File: config.mk
export PLATFORM = sky130hd
export DESIGN_NAME = async_reg_load_ctrl
export DESIGN_NICKNAME = d
export VERILOG_FILES = /design/src/rtl/async_reg_load_ctrl_pkg.sv /design/src/rtl/async_reg_load_ctrl_sync_bit.sv /design/src/rtl/async_reg_load_ctrl.sv
export SDC_FILE = /design/constraint.sdc
export NUM_CORES = 1
export LEC_CHECK = 0
export ABC_CLOCK_PERIOD_IN_PS = 1900
export CAP_MARGIN = 15
export CORE_UTILIZATION = 46
export DETAILED_ROUTE_END_ITERATION = 12
export HOLD_SLACK_MARGIN = 0.06
export PLACE_DENSITY_LB_ADDON = 0.08
export SLEW_MARGIN = 25
export SYNTH_ARGS = -nofsm -noshare
export SYNTH_HDL_FRONTEND = slang
export SYNTH_SLANG_ARGS = --single-unit
File: constraint.sdc
create_clock -name clk -period 1.9 [get_ports clk]
set_input_delay 0.19 -clock clk [delete_from_list [all_inputs] [get_ports clk]]
set_output_delay 0.19 -clock clk [all_outputs]
set_load 0.005 [all_outputs]
File: src/rtl/async_reg_load_ctrl_pkg.sv
// Shared types and widths for the asynchronous register-load controller.
package async_reg_load_ctrl_pkg;
  typedef enum logic {IDLE = 1'b0, ACK = 1'b1} state_t;
  localparam int ADDR_W = 2;
  localparam int CNT_W  = 16;
endpackage

File: src/rtl/async_reg_load_ctrl_sync_bit.sv
// Single-bit multi-flop synchronizer; every stage is tagged for placement as a sync chain.
module sync_bit #(
  parameter int STAGES = 2
) (
  input  logic clk,
  input  logic rst_n,
  input  logic i_d,
  output logic o_q
);
  (* ASYNC_REG = "TRUE" *) logic [STAGES-1:0] r_sync;

  always_ff @(posedge clk or negedge rst_n) begin
    if (!rst_n) r_sync <= '0;
    else        r_sync <= {r_sync[STAGES-2:0], i_d};
  end

  assign o_q = r_sync[STAGES-1];
endmodule

File: src/rtl/async_reg_load_ctrl.sv
// Loads a small config register bank from an async source over a 4-phase req/ack handshake.
module async_reg_load_ctrl
  import async_reg_load_ctrl_pkg::*;
#(
  parameter int DATA_W      = 32,
  parameter int NUM_REGS    = 3,
  parameter int SYNC_STAGES = 2
) (
  input  logic                clk,
  input  logic                rst_n,
  input  logic                req_async,
  input  logic [ADDR_W-1:0]   addr_async,
  input  logic [DATA_W-1:0]   data_async,
  output logic                ack,
  output logic [DATA_W-1:0]   reg0_q,
  output logic [DATA_W-1:0]   reg1_q,
  output logic [DATA_W-1:0]   reg2_q,
  output logic [NUM_REGS-1:0] load_pulse,
  output logic                addr_err,
  output logic [CNT_W-1:0]    xfer_cnt
);
  localparam logic [ADDR_W:0] NREGS = (ADDR_W+1)'(NUM_REGS);

  logic                w_req_s;
  logic                w_accept;
  logic                w_done;
  logic                w_addr_ok;
  state_t              r_state, w_state_nxt;
  logic [DATA_W-1:0]   r_regs [NUM_REGS];
  logic [NUM_REGS-1:0] r_load;
  logic                r_err;
  logic [CNT_W-1:0]    r_cnt;
  logic [DATA_W-1:0]   w_out [3];

  sync_bit #(.STAGES(SYNC_STAGES)) u_req_sync (
    .clk   (clk),
    .rst_n (rst_n),
    .i_d   (req_async),
    .o_q   (w_req_s)
  );

  // addr/data are not synchronized: the sender holds them until ack, so they
  // are settled by the time the synchronized req is seen.
  assign w_addr_ok = {1'b0, addr_async} < NREGS;

  always_comb begin
    w_state_nxt = r_state;
    w_accept    = 1'b0;
    w_done      = 1'b0;
    case (r_state)
      IDLE: if (w_req_s) begin
        w_state_nxt = ACK;
        w_accept    = 1'b1;
      end
      ACK: if (!w_req_s) begin
        w_state_nxt = IDLE;
        w_done      = 1'b1;
      end
    endcase
  end

  always_ff @(posedge clk or negedge rst_n) begin
    if (!rst_n) r_state <= IDLE;
    else        r_state <= w_state_nxt;
  end

  always_ff @(posedge clk or negedge rst_n) begin
    if (!rst_n) begin
      for (int i = 0; i < NUM_REGS; i++) r_regs[i] <= '0;
      r_load <= '0;
      r_err  <= 1'b0;
      r_cnt  <= '0;
    end else begin
      r_load <= '0;
      if (w_accept) begin
        if (w_addr_ok) begin
          for (int i = 0; i < NUM_REGS; i++) begin
            if (addr_async == ADDR_W'(i)) begin
              r_regs[i] <= data_async;
              r_load[i] <= 1'b1;
            end
          end
        end else begin
          r_err <= 1'b1;
        end
      end
      if (w_done) r_cnt <= r_cnt + CNT_W'(1);
    end
  end

  // Fixed three output ports; slots beyond NUM_REGS read as zero.
  for (genvar g = 0; g < 3; g++) begin : g_out
    if (g < NUM_REGS) begin : g_live
      assign w_out[g] = r_regs[g];
    end else begin : g_tie
      assign w_out[g] = '0;
    end
  end

  assign reg0_q     = w_out[0];
  assign reg1_q     = w_out[1];
  assign reg2_q     = w_out[2];
  assign ack        = (r_state == ACK);
  assign load_pulse = r_load;
  assign addr_err   = r_err;
  assign xfer_cnt   = r_cnt;
endmodule

==> impl_metrics.env <==
export IMPL_run_status="completed"
export IMPL_area_growth_syn_to_layout_pct=48.3
export IMPL_worstMarginPinSlew_ns=0.343
export IMPL_clk_transition_reported_paths_ns=0.05
export IMPL_irDropWorstVdd_mv=0.602
export IMPL_final_net_count=484
export IMPL_worst_slack_ns=0.153
export IMPL_multi_input_comb_area_mm2=0.00169
export IMPL_total_via_count_in_the_routed_design=2930
export IMPL_finalSetupViolations=0
export IMPL_post_dp_hpwl_um=6780
export IMPL_detail_route_drc_violations=0
export IMPL_timing_slew_headroom_pct=77.1
export IMPL_finalMaxSlewViolations=0
export IMPL_setup_tns_ns=0
export IMPL_die_area_mm2=0.0109
export IMPL_preCtsSetupSlack_ns=0.0238
export IMPL_clk_latency_ns=0.51
export IMPL_grt_overflow=0
export IMPL_max_cap_violations=0
export IMPL_critical_path_cell_by_cell="clkdlybuf4s50_1"
export IMPL_num_antenna_cells=0
export IMPL_timing_reg2reg_worst_path_depth=5
export IMPL_worstPathMaxFanout=7
export IMPL_rr_endpoint="xfer_cnt[14]"
export IMPL_grt_pass1_wl_um=17000
export IMPL_worst_ep_required_time_ns=1.71
export IMPL_end_kind="output pin"
export IMPL_total_area_of_sequential_cells_mm2=0.00298
export IMPL_postRouteWirelength_um=10200
export IMPL_top_level_ports=154
export IMPL_drtAntennaViolNets=0
export IMPL_grt_max_degree=66
export IMPL_critPathLaunchType="flip-flop"
export IMPL_yosys_warning_total=0
export IMPL_ctsLongestPathBuffers=2
export IMPL_timing_setup_critical_path_class="reg2out"
export IMPL_setup_repair_after_global_routing_missed_its_margin="no"
export IMPL_worst_r2r_startpoint="xfer_cnt[0]"
export IMPL_cts_setup_buffers=0
export IMPL_crit_family="buffers and inverters"
export IMPL_min_period_over_period_pct=91.9
export IMPL_tritoncts_clock_tree="done"
export IMPL_post_synth_inst_count=276
export IMPL_numCtsBuffers=17
export IMPL_p_leak_uw=0.00310
export IMPL_antenna_violations_before_repair=0
export IMPL_hold_viol_final=0
export IMPL_holdPathStages=1
export IMPL_timing_critical_path_buf_inv=1
export IMPL_finalCriticalPeriod_ns=1.75
export IMPL_vias_per_instance=4.95
export IMPL_netlist_area_mm2=0.00480
export IMPL_synth_seq_cells=119
export IMPL_ys_seq_area_share_pct=62.0
export IMPL_hold_path_class="in2reg"
export IMPL_worst_r2r_setup_slack_ns=0.29
export IMPL_cts_root_buf="sky130_fd_sc_hd__clkbuf_8"
export IMPL_cp_depth=1
export IMPL_num_rows=36
export IMPL_final_layout_size_suffix_gt1_share_pct=31.2
export IMPL_clock_skew_final_ns=0.00592
export IMPL_worst_path_largest_cell_delay_ns=0.56
export IMPL_utilization_pct=71.5
export IMPL_cts_htree_levels=4
export IMPL_fp_dieW_um=104
export IMPL_hold_path_startpoint="req_async"
export IMPL_clkSinkCount=119
export IMPL_post_synth_cell_area_avg_um2=17.4
export IMPL_grt_total_usage_pct=20.5
export IMPL_initial_util_pct=48.2
export IMPL_gp_congestion=0.714
export IMPL_power_density_cells_mw_per_mm2=1230
export IMPL_drt_pass1_iterations=4
export IMPL_die_height_um=104
export IMPL_final_fill_count=692
export IMPL_total_power_uw=8750
export IMPL_cp_arrival_ns=1.56
export IMPL_grt_pass1_vias=3105
export IMPL_dr_first_iter_drc_count=74
export IMPL_synth_distinct_cells=25
export IMPL_timing_fmax_mhz=572
export IMPL_design_core_area_mm2=0.00995
export IMPL_mappedNetlistNets=314
export IMPL_routed_wire_length_per_instance_um=17.3
export IMPL_port_buffers=153
export IMPL_worst_path_max_delay_cell="sky130_fd_sc_hd__clkdlybuf4s50_1"
export IMPL_hold_end="u_req_sync.r_sync[0]"
[synth_stat cells]
cell,instances,share of area [%]
sky130_fd_sc_hd__ha_1,1,0.26
sky130_fd_sc_hd__nand3_2,2,0.42
sky130_fd_sc_hd__nand4b_1,2,0.36
sky130_fd_sc_hd__mux2_2,38,8.9
sky130_fd_sc_hd__mux2_4,58,18
sky130_fd_sc_hd__nand2_1,4,0.31
sky130_fd_sc_hd__or3_4,1,0.23
sky130_fd_sc_hd__nor3_1,1,0.10
sky130_fd_sc_hd__xnor2_1,8,1.5
sky130_fd_sc_hd__dfrtp_1,119,62
sky130_fd_sc_hd__nor4b_4,1,0.49
sky130_fd_sc_hd__nor4_4,1,0.44
sky130_fd_sc_hd__and4bb_2,2,0.52
sky130_fd_sc_hd__and3_1,2,0.26
sky130_fd_sc_hd__or3_1,1,0.13
sky130_fd_sc_hd__nor3_2,2,0.42
sky130_fd_sc_hd__nand3_1,4,0.42
sky130_fd_sc_hd__buf_6,11,2.6
sky130_fd_sc_hd__nand4_1,1,0.13
sky130_fd_sc_hd__mux2_1,1,0.23
sky130_fd_sc_hd__or2_2,1,0.13
sky130_fd_sc_hd__a41o_1,1,0.21
sky130_fd_sc_hd__xor2_1,7,1.3
sky130_fd_sc_hd__nor2_1,4,0.31
sky130_fd_sc_hd__inv_1,3,0.23
[routing by layer]
metal | global-route usage, % | up-vias | part of all wire [%]
met2 | 30.7 | 103 | 47
met1 | 26.6 | 1505 | 44
met3 | 7.52 | 13 | 7.4
li1 | - | 1309 | -
met5 | 0 | - | 0
met4 | 9.08 | 0 | 1.7
[registers in the layout (all words and copies together) (netlist names)]
name and count:
addr_err 1, reg2_q 32, ack 1, xfer_cnt 16, reg1_q 32, reg0_q 32, u_req_sync.r_sync 2, load_pulse 3
[area by class of cell]
| type | count | share of cell area (%) |
|---|---|---|
| multi-input combinational | 143 | 23.7 |
| clock buffer | 24 | 6.61 |
| tap | 133 | 2.34 |
| clock inverter | 8 | 2.02 |
| sequential | 119 | 41.8 |
| timing repair buffer | 162 | 23.3 |
| inverter | 3 | 0.158 |
[placed cells by master (no fill, tap or decap), types with 2 or more instances in the layout]
cell	synthesis	layout
sky130_fd_sc_hd__nand2_1	4	4
sky130_fd_sc_hd__mux2_4	58	58
sky130_fd_sc_hd__nand4b_1	2	2
sky130_fd_sc_hd__clkbuf_8	0	4
sky130_fd_sc_hd__clkbuf_16	0	16
sky130_fd_sc_hd__buf_4	0	4
sky130_fd_sc_hd__nor2_1	4	4
sky130_fd_sc_hd__nand3_1	4	4
sky130_fd_sc_hd__nand3_2	2	2
sky130_fd_sc_hd__mux2_2	38	38
sky130_fd_sc_hd__clkinv_2	0	3
sky130_fd_sc_hd__and3_1	2	2
sky130_fd_sc_hd__nor3_2	2	2
sky130_fd_sc_hd__clkbuf_1	0	4
sky130_fd_sc_hd__buf_12	0	5
sky130_fd_sc_hd__inv_1	3	3
sky130_fd_sc_hd__xor2_1	7	7
sky130_fd_sc_hd__dfrtp_1	119	119
sky130_fd_sc_hd__bufinv_16	0	4
sky130_fd_sc_hd__clkdlybuf4s50_1	0	152
sky130_fd_sc_hd__xnor2_1	8	8
sky130_fd_sc_hd__and4bb_2	2	2
[cell families (layout without fill, tap and decap cells)]
kind of cell	Yosys count	count (layout)	share of synthesized area [%]
flip-flops	119	119	62.0
multiplexers	97	97	27.3
AND/OR/NAND/NOR	29	29	4.69
XOR/XNOR	15	15	2.74
buffers and inverters	14	197	2.81
adder cells (fa/ha/maj)	1	1	0.261
AO/OA/AOI/OAI	1	1	0.208
[through the flow]
| stage | cells | hold slack (ns) | cell area (µm²) |
|---|---|---|---|
| final | 592 | 0.123 | 7120 |
| after global routing | 592 | 0.101 | 7120 |
| after CTS | 592 | 0.0985 | 7120 |
| after detailed placement | 559 | 0.216 | 6500 |
| after global placement | 559 | 0.217 | 6500 |
| after floorplan | 276 | -0.106 | 4800 |
[worst max path at each step]
stage                              from          to
after CTS                           ack         ack
after global routing                ack         ack
after detailed placement  addr_async[1]  reg0_q[11]
after global placement    addr_async[1]  reg0_q[29]
after floorplan                     ack  reg0_q[10]
final                               ack         ack
[power by group]
group	internal, µW	switching (µW)	leakage (µW)
combinational	1480	551	0.00135
sequential	3060	364	0.00145
clock	2230	1070	0.000303
[timing repair]
| action | 4_1_cts | 5_1_grt |
|---|---|---|
| hold buffers | 1 | 0 |
| endpoints found under the setup margin | 0 | 0 |
| resized for setup | 0 | 0 |
| hold endpoints to repair | 119 | 0 |
Note: power is estimated with default switching activity, not from simulation.
